[src/rtl/mod_seq_pkg.sv]
// Shared sequencer state encoding, default geometry and derived frame lengths.
package mod_seq_pkg;
  typedef enum logic [1:0] {IDLE, RUN, DRAIN} state_t;

  localparam int DEF_VOICES   = 8;
  localparam int DEF_V_OSC    = 4;
  localparam int DEF_O_ENVS   = 2;
  localparam int RUN_CYCLES   = DEF_VOICES * DEF_V_OSC * DEF_O_ENVS;
  localparam int DRAIN_CYCLES = DEF_V_OSC * DEF_O_ENVS + 1;
endpackage

[src/rtl/idx_delay_line.sv]
// Enable-gated index shift chain; taps[0] takes the new index, taps[k] <- taps[k-1].
module idx_delay_line #(
  parameter int DEPTH = 31,
  parameter int WIDTH = 2
) (
  input  logic             clk,
  input  logic             rst,
  input  logic             en,
  input  logic [WIDTH-1:0] idx,
  output logic [WIDTH-1:0] taps [DEPTH-1:0]
);

  always_ff @(posedge clk or posedge rst) begin
    if (rst) begin
      for (int k = 0; k < DEPTH; k++) taps[k] <= '0;
    end else if (en) begin
      taps[0] <= idx;
      for (int k = 1; k < DEPTH; k++) taps[k] <= taps[k-1];
    end
  end

endmodule

[src/rtl/mod_matrix_sequencer.sv]
// Frame slot scheduler for the modulation matrix: walks voice/osc/env indices, then drains.
// Optional overrun status counter is built when MOD_SEQ_OVERRUN_STATUS_EN is defined.
module mod_matrix_sequencer
  import mod_seq_pkg::*;
#(
  parameter int VOICES   = DEF_VOICES,
  parameter int V_OSC    = DEF_V_OSC,
  parameter int O_ENVS   = DEF_O_ENVS,
  parameter int V_ENVS   = V_OSC * O_ENVS,
  parameter int V_WIDTH  = 3,
  parameter int O_WIDTH  = 2,
  parameter int OE_WIDTH = 1,
  parameter int x_offset = V_OSC * VOICES - 2
) (
  input  logic                sCLK_XVXENVS,
  input  logic                reset,
  input  logic                enable,
  input  logic                frame_start,
  output logic                busy,
  output logic                frame_done,
  output logic                osc_ce,
  output logic [OE_WIDTH-1:0] env_idx,
  output logic [O_WIDTH-1:0]  osc_idx,
  output logic [V_WIDTH-1:0]  voice_idx,
  output logic [V_ENVS:0]     sh_osc_reg,
  output logic [V_OSC+2:0]    sh_voice_reg,
  output logic [O_WIDTH-1:0]  ox_dly [x_offset:0],
  output logic [V_WIDTH-1:0]  vx_dly [x_offset:0]
`ifdef MOD_SEQ_OVERRUN_STATUS_EN
  ,
  input  logic                overrun_clr,
  output logic [7:0]          overrun_cnt
`endif
);

  localparam int DC_W = $clog2(V_ENVS + 1);

  state_t              state, state_n;
  logic [OE_WIDTH-1:0] env_n;
  logic [O_WIDTH-1:0]  osc_n;
  logic [V_WIDTH-1:0]  voice_n;
  logic [DC_W-1:0]     drain_cnt, drain_n;
  logic                busy_n, done_n;
  logic                env_last, osc_last, voice_last, step;

  assign env_last   = (env_idx == OE_WIDTH'(O_ENVS - 1));
  assign osc_last   = (osc_idx == O_WIDTH'(V_OSC - 1));
  assign voice_last = (voice_idx == V_WIDTH'(VOICES - 1));
  assign step       = (state != IDLE) && enable;
  assign osc_ce     = step && env_last;

  always_ff @(posedge sCLK_XVXENVS or posedge reset) begin
    if (reset) begin
      state      <= IDLE;
      env_idx    <= '0;
      osc_idx    <= '0;
      voice_idx  <= '0;
      drain_cnt  <= '0;
      busy       <= 1'b0;
      frame_done <= 1'b0;
    end else begin
      state      <= state_n;
      env_idx    <= env_n;
      osc_idx    <= osc_n;
      voice_idx  <= voice_n;
      drain_cnt  <= drain_n;
      busy       <= busy_n;
      frame_done <= done_n;
    end
  end

  always_comb begin
    state_n = state;
    env_n   = env_idx;
    osc_n   = osc_idx;
    voice_n = voice_idx;
    drain_n = drain_cnt;
    busy_n  = busy;
    done_n  = 1'b0;
    case (state)
      IDLE: begin
        if (frame_start && enable) begin
          state_n = RUN;
          busy_n  = 1'b1;
        end
      end
      RUN: begin
        if (enable) begin
          if (!env_last) begin
            env_n = env_idx + 1'b1;
          end else begin
            env_n = '0;
            if (!osc_last) begin
              osc_n = osc_idx + 1'b1;
            end else begin
              osc_n = '0;
              if (!voice_last) begin
                voice_n = voice_idx + 1'b1;
              end else begin
                voice_n = '0;
                drain_n = '0;
                state_n = DRAIN;
              end
            end
          end
        end
      end
      DRAIN: begin
        // Only env keeps cycling here; the drain counter times the flush window.
        if (enable) begin
          if (drain_cnt == DC_W'(V_ENVS)) begin
            state_n = IDLE;
            busy_n  = 1'b0;
            done_n  = 1'b1;
            env_n   = '0;
            drain_n = '0;
          end else begin
            drain_n = drain_cnt + 1'b1;
            env_n   = env_last ? '0 : env_idx + 1'b1;
          end
        end
      end
      default: state_n = IDLE;
    endcase
  end

  always_ff @(posedge sCLK_XVXENVS or posedge reset) begin
    if (reset) begin
      sh_osc_reg   <= '0;
      sh_voice_reg <= '0;
    end else begin
      if (step)
        sh_osc_reg <= {sh_osc_reg[V_ENVS-1:0], (state == RUN) && (env_idx == '0)};
      if (osc_ce)
        sh_voice_reg <= {sh_voice_reg[V_OSC+1:0], (state == RUN) && (osc_idx == '0)};
    end
  end

  idx_delay_line #(.DEPTH(x_offset + 1), .WIDTH(O_WIDTH)) u_ox_dly (
    .clk  (sCLK_XVXENVS),
    .rst  (reset),
    .en   (osc_ce),
    .idx  (osc_idx),
    .taps (ox_dly)
  );

  idx_delay_line #(.DEPTH(x_offset + 1), .WIDTH(V_WIDTH)) u_vx_dly (
    .clk  (sCLK_XVXENVS),
    .rst  (reset),
    .en   (osc_ce),
    .idx  (voice_idx),
    .taps (vx_dly)
  );

`ifdef MOD_SEQ_OVERRUN_STATUS_EN
  always_ff @(posedge sCLK_XVXENVS or posedge reset) begin
    if (reset)
      overrun_cnt <= '0;
    else if (overrun_clr)
      overrun_cnt <= '0;
    else if (frame_start && busy && (overrun_cnt != 8'hFF))
      overrun_cnt <= overrun_cnt + 1'b1;
  end
`endif

endmodule

[config.mk]
export PLATFORM = sky130hd
export DESIGN_NAME = mod_matrix_sequencer
export DESIGN_NICKNAME = d
export VERILOG_FILES = /design/src/rtl/mod_seq_pkg.sv /design/src/rtl/idx_delay_line.sv /design/src/rtl/mod_matrix_sequencer.sv
export SDC_FILE = /design/constraint.sdc
export NUM_CORES = 1
export LEC_CHECK = 0
export BUFFER_PORTS_ARGS = -buffer_cell sky130_fd_sc_hd__buf_2
export CAP_MARGIN = 20
export CORE_MARGIN = 4
export CORE_UTILIZATION = 40
export DETAILED_ROUTE_END_ITERATION = 16
export GPL_ROUTABILITY_DRIVEN = 0
export GPL_TIMING_DRIVEN = 1
export PLACE_DENSITY = 0.67
export SLEW_MARGIN = 20
export SYNTH_ARGS = -nofsm -noshare
export SYNTH_HDL_FRONTEND = slang
export SYNTH_SLANG_ARGS = --single-unit
[constraint.sdc]
create_clock -name sCLK_XVXENVS -period 6.3 [get_ports sCLK_XVXENVS]
set_input_delay 0.63 -clock sCLK_XVXENVS [delete_from_list [all_inputs] [get_ports sCLK_XVXENVS]]
set_output_delay 0.63 -clock sCLK_XVXENVS [all_outputs]
set_load 0.01 [all_outputs]
==> results of run 1 <==
## final timing paths
check | from | endpoint | slack, ns | cells after the start
max in group asynchronous | reset | u_vx_dly.taps[18] | 4.57 | 3
worst max register to register | state[1] | u_vx_dly.taps[76] | 3.24 | 6
worst min register to register | u_vx_dly.taps[90] | u_vx_dly.taps[90] | 0.48 | 2
worst min-delay path | reset | u_vx_dly.taps[14] | 0.40 | 2
min in group sCLK_XVXENVS | u_vx_dly.taps[90] | u_vx_dly.taps[90] | 0.48 | 2
worst max-delay path | state[1] | osc_ce | 3.06 | 4
## report_power, final
group	leakage, nW	switching, mW	internal, mW
Clock	0.289	0.449	0.612
Combinational	2.56	0.419	0.256
Sequential	2.52	0.188	1.40
Total	5.37	1.06	2.27
## cell usage after synthesis (2+ instances only)
cell type / instances / area (µm²)
nand2b_1: 3 / 18.8
nor2b_1: 2 / 12.5
a21oi_1: 4 / 20.0
o31ai_1: 2 / 15.0
o21ai_0: 7 / 35.0
buf_2: 26 / 130
mux2_2: 8 / 90.1
a31oi_1: 2 / 12.5
buf_6: 10 / 113
ha_1: 6 / 75.1
inv_1: 9 / 33.8
nor2_1: 5 / 18.8
nand2_1: 488 / 1830
mux2_1: 3 / 33.8
dfrtp_1: 185 / 4630
## cell type report
| class | instances | area, µm² | share of cell area |
|---|---|---|---|
| clock inverter | 8 | 85.1 | 0.00966 |
| timing repair buffer | 186 | 938 | 0.107 |
| tap | 225 | 282 | 0.0320 |
| multi-input combinational | 548 | 2310 | 0.263 |
| sequential | 185 | 4630 | 0.526 |
| inverter | 10 | 47.5 | 0.00540 |
| clock buffer | 24 | 512 | 0.0581 |
## cells by family after synthesis
logic type | after synthesis | share of synthesized area
muxes | 11 | 0.0171
buffers and inverters | 49 | 0.0423
adders and majority gates | 6 | 0.0104
DFF | 185 | 0.639
and+or+nand+nor | 506 | 0.269
AOI/OAI and AO/OA | 25 | 0.0224
## routing by layer
layer  part of all wire  vias to the layer above  wire, µm
met1               0.49                     2670      8340
met3              0.072                       14      1220
met2               0.43                      146      7230
li1                   -                     2739         -
met5                  0                        -         0
met4              0.011                        0       192
## through the flow
stage          instances  worst slack [ns]
2_1_floorplan        782             0.641
3_3_place_gp        1154              2.91
3_5_place_dp        1154              2.87
4_1_cts             1186              3.00
5_1_grt             1186              2.86
6_report            1186              3.06
## worst register-to-register path, stage by stage, from the launching register on
cell,delay [ns]
dfrtp_1,0.59
nor2_1,0.10
or2_4,0.54
inv_4,0.65
buf_4,0.83
nand2_1,0.21
nand2_1,0.09
## cell usage in the layout, fill, tap and decap left out, types with 2 or more instances in the layout
cell type | Yosys | final
clkinv_4 | 0 | 3
nor2b_1 | 2 | 2
a31oi_1 | 2 | 2
mux2_2 | 8 | 8
clkinvlp_4 | 0 | 2
nand2_1 | 488 | 488
buf_2 | 26 | 183
a21oi_1 | 4 | 4
o31ai_1 | 2 | 2
nor2_1 | 5 | 5
dfrtp_1 | 185 | 185
clkbuf_8 | 0 | 6
ha_1 | 6 | 6
buf_4 | 1 | 3
clkbuf_16 | 0 | 17
mux2_1 | 3 | 3
nand2b_1 | 3 | 3
inv_1 | 9 | 8
o21ai_0 | 7 | 7
==> qor.csv, run 1 <==
metric;value;unit
drt initial violations;349;
dpl hpwl;11000;µm
crit end category;output pin;
Cell Pwr Density;378;nW/µm²
CTS tree;yes;
Most Crowded Layer GR;met1;
library cells used by synthesis;37;
Final setup viols;0;
post-synthesis async set-or-reset flop share;1.00;
DRC Markers;0;
number of core rows;48;
hold crit path type;input pin to async pin;
Die Span X;143;µm
max-slew violations;0;
area delta synth->final;21.5;%
Rel. slew slack;0.368;
worst-skew pair later-pin latency;0.42;ns
routed length per placed instance;14.3;µm
Synth Instances;782;
htree depth;4;
share of cells above drive strength 1;0.240;
outcome;finished, final reports clean;
CP bufs+invs;2;
WL final;17000;µm
Initial DRT Pass Iterations;4;
Final Power;3.33;mW
number of vias per cell;4.70;
max reg flops;93;
Seq cells post-synth;185;
max_cap viols;0;
syn nets;792;
clk buf depth;2;
post-cts hold buffer count;0;
Clock Sinks;185;
DRT antenna net count;0;
# IOs;184;
Primary FF master, synth;dfrtp_1;
Core Area;17500;µm²
final instance area;8810;µm²
Arr. time, crit path;2.61;ns
met1 Usage GRT;0.257;
Total GRT Usage;0.171;
GR Overflow Total;0;
GRT met3 Usage;0.0470;
Die Area;20300;µm²
data required time of the worst path;5.67;ns
max incr delay on CP;0.69;ns
starting density of the core;0.413;
vias in the first global route;5307;
crit path max fanout;75;
Pleak;5.37;nW
RSZ-0062 raised after global routing;no;
FILL cells;1667;
post-synthesis sequential area ratio;0.639;
Setup Crit Path Kind;flop to output pin;
syn avg cell area;9.27;µm²
IO Port Bufs;183;
Max Clk Rate;309;MHz
Critical-path top delay cell;or2_4;
via count;5569;
TNS Setup;0;ns
Post-Syn Area;7250;µm²
first-pass GRT wire length;28200;µm
final net count;958;
Post-Route Skew;0.0130;ns
post-layout util;0.502;
Startpoint Class;flop;
fin crit share;0.514;
number of post-CTS setup repair buffers;0;
Die H;143;µm
final hold viol count;0;
post-CTS sizing;0;
ant diodes;0;
pin count of the biggest net entering global routing;125;
EDFF count, synth;0;
Worst Max-Slew Pin Slew;0.948;ns
placed cell areas;8210;µm²
Top delay family on crit path;simple AND/OR/NAND/NOR gates;
cell chain of the critical path;nor2_1 > or2_4 > inv_4 > buf_2;
Yosys warnings;0;
min Tclk post-route;3.24;ns
root buf cell;clkbuf_16;
VDD IR-drop max;195;µV
clk slew on worst S/H paths;0.07;ns
final hold slack;0.401;ns
Inserted Clock Buffers;17;
initial antenna violation count;0;
met2 Usage GRT;0.245;
Power figures use the tool's default switching activity.
==> run 2, diff against run 1 <==
Settings changed: ABC_AREA set to 1, PLACE_DENSITY 0.67 to 0.69.
Clock period 6.3 ns to 2.9 ns, I/O delays scaled along.
==> run 2 against run 1 <==
Net effect:
- critical path depth up 1
- non-clock buffer count up 5
- synthesized cell count down 5.2%
- highest routed layer unchanged
- wire length up 0.12%
- critical endpoint unchanged
- cell count down 2.6%
- sequential cell count unchanged
- clock power up 110%
==> qor.csv, run 2 <==
metric;value;unit;change
outcome;finished, final reports clean;;
top cells by area, synth;dfrtp_1 61%, nand2_1 10%, o21ai_2 7.6%;;
vias in the first global route;5415;;+2.0%
pin count of the biggest net entering global routing;168;;+34%
Die Area;21100;µm²;+3.8%
Clock Sinks;185;;unchanged
number of post-CTS setup repair buffers;0;;unchanged
share of cells above drive strength 1;0.327;;+0.0868
number of core rows;49;;+2.1%
Post-Route Skew;0.00871;ns;-0.00427 ns
Total GRT Usage;0.168;;-0.00357
number of vias per cell;4.65;;-1.0%
Synth Instances;741;;-5.2%
routed length per placed instance;14.7;µm;+2.8%
CTS tree;yes;;
Critical-path top delay cell;dfrtp_1;;
most frequent cells in the layout;206 x nand2_1, 185 x dfrtp_1, 183 x buf_2, 94 x inv_1, 65 x o21ai_2;;
FILL cells;1722;;+3.3%
post-CTS sizing;0;;unchanged
crit path max fanout;57;;-24%
Core Area;18300;µm²;+4.2%
Pleak;4.69;nW;-13%
# IOs;184;;unchanged
Setup Crit Path Kind;flop to output pin;;
min Tclk post-route;2.03;ns;
ant diodes;0;;unchanged
worst-skew pair later-pin latency;0.42;ns;about the same
reg-to-reg endpoint;u_vx_dly.taps[67];;
library cells used by synthesis;25;;-32%
multi-input logic area;2170;µm²;-6.2%
Initial DRT Pass Iterations;4;;unchanged
post-synthesis async set-or-reset flop share;1.00;;unchanged
met2 Usage GRT;0.257;;+0.0120
fin crit share;0.702;;
initial antenna violation count;0;;unchanged
Final setup viols;0;;unchanged
Primary FF master, synth;dfrtp_1;;
DRC Markers;0;;unchanged
cell chain of the critical path;nand2_4 > inv_4 > nand2_8 > inv_6 > buf_2;;
drt initial violations;247;;-29%
root buf cell;clkbuf_16;;
Worst Max-Slew Pin Slew;0.783;ns;-0.165 ns
GRT met3 Usage;0.0474;;+0.000353
CP bufs+invs;3;;+1
RSZ-0062 raised after global routing;no;;
Cell Pwr Density;1110;nW/µm²;+190%
Startpoint Class;flop;;
EDFF count, synth;0;;unchanged
DRT antenna net count;0;;unchanged
Yosys warnings;0;;unchanged
hold crit path type;input pin to async pin;;
Most Crowded Layer GR;met2;;
dpl hpwl;11500;µm;+5.0%
top post-synthesis cells by count;206 x nand2_1, 185 x dfrtp_1, 95 x inv_1;;
clk buf depth;2;;unchanged
VDD IR-drop max;429;µV;+120%
commonest non-fill, non-tap cell in the layout;nand2_1;;
max_cap viols;0;;unchanged
placed cell areas;8500;µm²;+3.5%
max incr delay on CP;0.44;ns;-0.25 ns
top-count cell post-synth;nand2_1;;
Inserted Clock Buffers;17;;unchanged
final hold slack;0.0670;ns;-0.334 ns
clk slew on worst S/H paths;0.07;ns;about the same
reg-to-reg startpoint;env_idx;;
cell taking the most area after synthesis;dfrtp_1;;
R2R Setup Slk;1.27;ns;-1.97 ns
Die H;145;µm;+1.9%
GR Overflow Total;0;;unchanged
area delta synth->final;20.1;%;
max reg flops;93;;unchanged
starting density of the core;0.412;;-0.000761
Post-Syn Area;7530;µm²;+4.0%
Arr. time, crit path;1.74;ns;-0.87 ns
TNS Setup;0;ns;unchanged
final hold viol count;0;;unchanged
final instance area;9050;µm²;+2.8%
Seq cells post-synth;185;;unchanged
Die Span X;145;µm;+1.9%
Max Clk Rate;491;MHz;
max-slew violations;0;;unchanged
met1 Usage GRT;0.233;;-0.0243
r2r worst-path depth;7;;+1
htree depth;4;;unchanged
syn avg cell area;10.2;µm²;+9.7%
WL final;17000;µm;+0.12%
Top delay family on crit path;buffers and inverters;;
post-cts hold buffer count;0;;unchanged
via count;5369;;-3.6%
IO Port Bufs;183;;unchanged
data required time of the worst path;2.61;ns;-3.06 ns
Rel. slew slack;0.478;;+0.110
final net count;925;;-3.4%
crit end category;output pin;;
post-synthesis sequential area ratio;0.614;;-0.0245
top-area cell type share of the netlist area;0.614;;-0.0245
syn nets;751;;-5.2%
first-pass GRT wire length;29000;µm;+2.6%
sequential cell area;4630;µm²;unchanged
run 2: routing by layer:
| layer | vias to the layer above | part of all wire |
|---|---|---|
| li1 | 2688 | - |
| met1 | 2530 | 0.46 |
| met2 | 132 | 0.46 |
| met3 | 19 | 0.054 |
| met4 | 0 | 0.018 |
| met5 | - | 0 |
run 2: kinds of logic after synthesis:
family	count (synthesis)	synth area share
buffers and inverters	136	0.0976
xor gates and xnor gates	1	0.00116
and+or+nand+nor	239	0.129
AOI/OAI and AO/OA	174	0.148
adders and majority gates	6	0.00996
DFF	185	0.614
run 2: area by class of cell:
cell class	count	area share
Timing Repair Buffer	191	0.113
Inverter	100	0.0427
Sequential cell	185	0.511
Tap cell	229	0.0317
Multi-Input combinational cell	420	0.240
Clock inverter	9	0.0102
Clock buffer	21	0.0509
run 2: per-stage QoR:
stage	instances	setup WS [ns]	power, mW	utilization
floorplan	741	0.231	6.52	-
global placement	1125	1.23	7.84	0.465
detailed placement	1125	1.19	7.92	0.465
global route	1155	0.742	10.8	0.495
finish	1155	0.865	10.0	0.495
CTS	1155	0.830	10.2	0.495
run 2: worst max-delay path by stage:
stage                        start                 to  slack [ns]  cells after the start
after floorplan              reset               busy        0.23                      1
after global placement      enable  u_vx_dly.taps[78]        1.23                      8
final                      env_idx             osc_ce        0.87                      5
after detailed placement    enable  u_vx_dly.taps[27]        1.19                      8
after global routing      state[1]             osc_ce        0.74                      5
after CTS                  env_idx             osc_ce        0.83                      5
run 2: report_power, final:
part	internal, mW	switching, mW
combinational	1.36	2.21
clock	1.23	0.987
sequential	3.55	0.683
run 2: tightest hold or removal path, cell delays in order:
cell and delay (ns):
buf_2 0.11, clkinvlp_4 0.08, buf_4 0.46
==> run 3, diff against run 2 <==
Settings changed: PLACE_DENSITY 0.69 to 0.67.
Clock period 2.9 ns to 2.1 ns, I/O delays scaled along.
==> run 3 against run 2 <==
Net effect:
- combinational power up 38%
- sequential cell count stayed put
- die area is the same
- worst hold slack improved by 0.045 ns
- via count is 0.88% higher
- critical endpoint unchanged
- largest cell class unchanged
==> qor.csv, run 3 (synthesis results as in run 2) <==
metric;value;unit;change
outcome;finished, final reports clean;;
commonest non-fill, non-tap cell in the layout;nand2_1;;
data required time of the worst path;1.89;ns;-0.72 ns
routed length per placed instance;14.9;µm;+1.1%
Post-Route Skew;0.00682;ns;-0.00189 ns
DRC Markers;0;;unchanged
Core Area;18300;µm²;unchanged
Setup Crit Path Kind;flop to output pin;;
sw frac;0.380;;-0.00686
Total GRT Usage;0.167;;-0.000915
root buf cell;clkbuf_16;;
Cell Pwr Density;1550;nW/µm²;+40%
CTS tree;yes;;
RSZ-0062 raised after global routing;no;;
combinational share of power;0.348;;-0.008
final hold slack;0.112;ns;+0.0454 ns
initial antenna violation count;0;;unchanged
Final Power;14.2;mW;+41%
placed cell areas;8530;µm²;+0.38%
clk buf depth;2;;unchanged
final net count;927;;+0.22%
Inserted Clock Buffers;17;;unchanged
sequential power share;0.416;;-0.007
DRT antenna net count;0;;unchanged
max incr delay on CP;0.42;ns;-0.02 ns
final instance area;9160;µm²;+1.2%
min Tclk post-route;1.76;ns;
Rel. slew slack;0.669;;+0.191
Die Span X;145;µm;unchanged
area delta synth->final;21.5;%;
ant diodes;0;;unchanged
# IOs;184;;unchanged
Die Area;21100;µm²;unchanged
GR Overflow Total;0;;unchanged
Startpoint Class;flop;;
worst-skew pair later-pin latency;0.43;ns;about the same
post-layout util;0.501;;+0.00575
starting density of the core;0.412;;unchanged
slack of the critical path;0.341;ns;-0.525 ns
Die H;145;µm;unchanged
DP Worst Slack;0.587;ns;-0.607 ns
final hold viol count;0;;unchanged
pin count of the biggest net entering global routing;125;;-26%
hold crit path type;input pin to flop;;
vias in the first global route;5343;;-1.3%
via count;5416;;+0.88%
Final setup viols;0;;unchanged
cell chain of the critical path;inv_2 > nand2_4 > nand2_8 > inv_6 > buf_2;;
Clock Power Share;0.235;;+0.014
number of core rows;49;;unchanged
max-slew violations;0;;unchanged
most frequent cells in the layout;206 x nand2_1, 185 x dfrtp_1, 183 x buf_2, 94 x inv_1, 65 x o21ai_2;;
Internal Power;8.78;mW;+43%
Critical-path top delay cell;dfrtp_1;;
Sw Pwr;5.38;mW;+39%
share of cells above drive strength 1;0.328;;+0.000743
crit end category;output pin;;
FILL cells;1713;;-0.52%
crit path max fanout;30;;-47%
VDD IR-drop max;650;µV;+52%
Pleak;4.75;nW;+1.2%
clk slew on worst S/H paths;0.06;ns;about the same
IO Port Bufs;183;;unchanged
fin crit share;0.838;;
max_cap viols;0;;unchanged
dpl hpwl;12100;µm;+5.2%
Clock Sinks;185;;unchanged
htree depth;4;;unchanged
max reg flops;93;;unchanged
Arr. time, crit path;1.55;ns;-0.19 ns
Initial DRT Pass Iterations;4;;unchanged
number of vias per cell;4.67;;+0.53%
Max Clk Rate;568;MHz;
WL final;17300;µm;+1.5%
first-pass GRT wire length;28600;µm;-1.3%
Worst Max-Slew Pin Slew;0.496;ns;-0.287 ns
drt initial violations;274;;+11%
-- run 3: stage by stage --
step                      std cells  TNS (ns)
after global routing           1159         0
final                          1159         0
after CTS                      1159         0
after floorplan                 741    -90.38
after global placement         1126         0
after detailed placement       1126         0
-- run 3: worst paths after layout --
| check | startpoint | endpoint | slack [ns] | depth (start not counted) |
|---|---|---|---|---|
| worst max-delay path | state[1] | osc_ce | 0.34 | 5 |
| max in group asynchronous | reset | u_ox_dly.taps[16] | 1.19 | 4 |
| worst min register to register | u_vx_dly.taps[90] | u_vx_dly.taps[90] | 0.48 | 2 |
| worst min-delay path | enable | frame_done | 0.11 | 3 |
| min in group asynchronous | reset | u_vx_dly.taps[65] | 0.47 | 4 |
| worst max register to register | state[1] | u_vx_dly.taps[11] | 0.59 | 6 |
-- run 3: worst max-delay path, delay by kind of cell (launching register included) --
family	cells	cell delay, ns
buffers and inverters	3	0.51
AND/OR/NAND/NOR	2	0.17
flip-flops	1	0.42
-- run 3: what timing repair did --
action | 4_1_cts | 5_1_grt
hold endpoints to repair | 87 | 0
setup buffers | 0 | 0
hold buffers | 1 | 0
resized for setup | 0 | 0
-- run 3: final cells by class --
class | instances | area, µm² | share of cell area
clock buffers | 23 | 478 | 0.0522
well taps | 229 | 287 | 0.0313
flip-flops and latches | 185 | 4630 | 0.506
inverters | 100 | 387 | 0.0422
repair buffers | 193 | 1070 | 0.117
multi-input cells | 420 | 2170 | 0.237
clock inverters | 9 | 138 | 0.0150
-- run 3: layer usage --
metal	GRT usage	vias up	wire, µm
met5	0	-	0
met4	0.0413	0	226
met3	0.0496	18	920
met2	0.270	127	8230
met1	0.222	2585	7880
li1	-	2686	-
-- run 3: power by group through the flow --
stage	Sequential, mW	Combinational, mW	Clock (mW)
6_report	5.89	4.94	3.34
5_1_grt	6.10	5.49	3.58
3_5_place_dp	5.95	5.03	0
4_1_cts	5.92	5.05	3.42
2_1_floorplan	6.41	2.60	0
3_3_place_gp	5.95	4.92	0
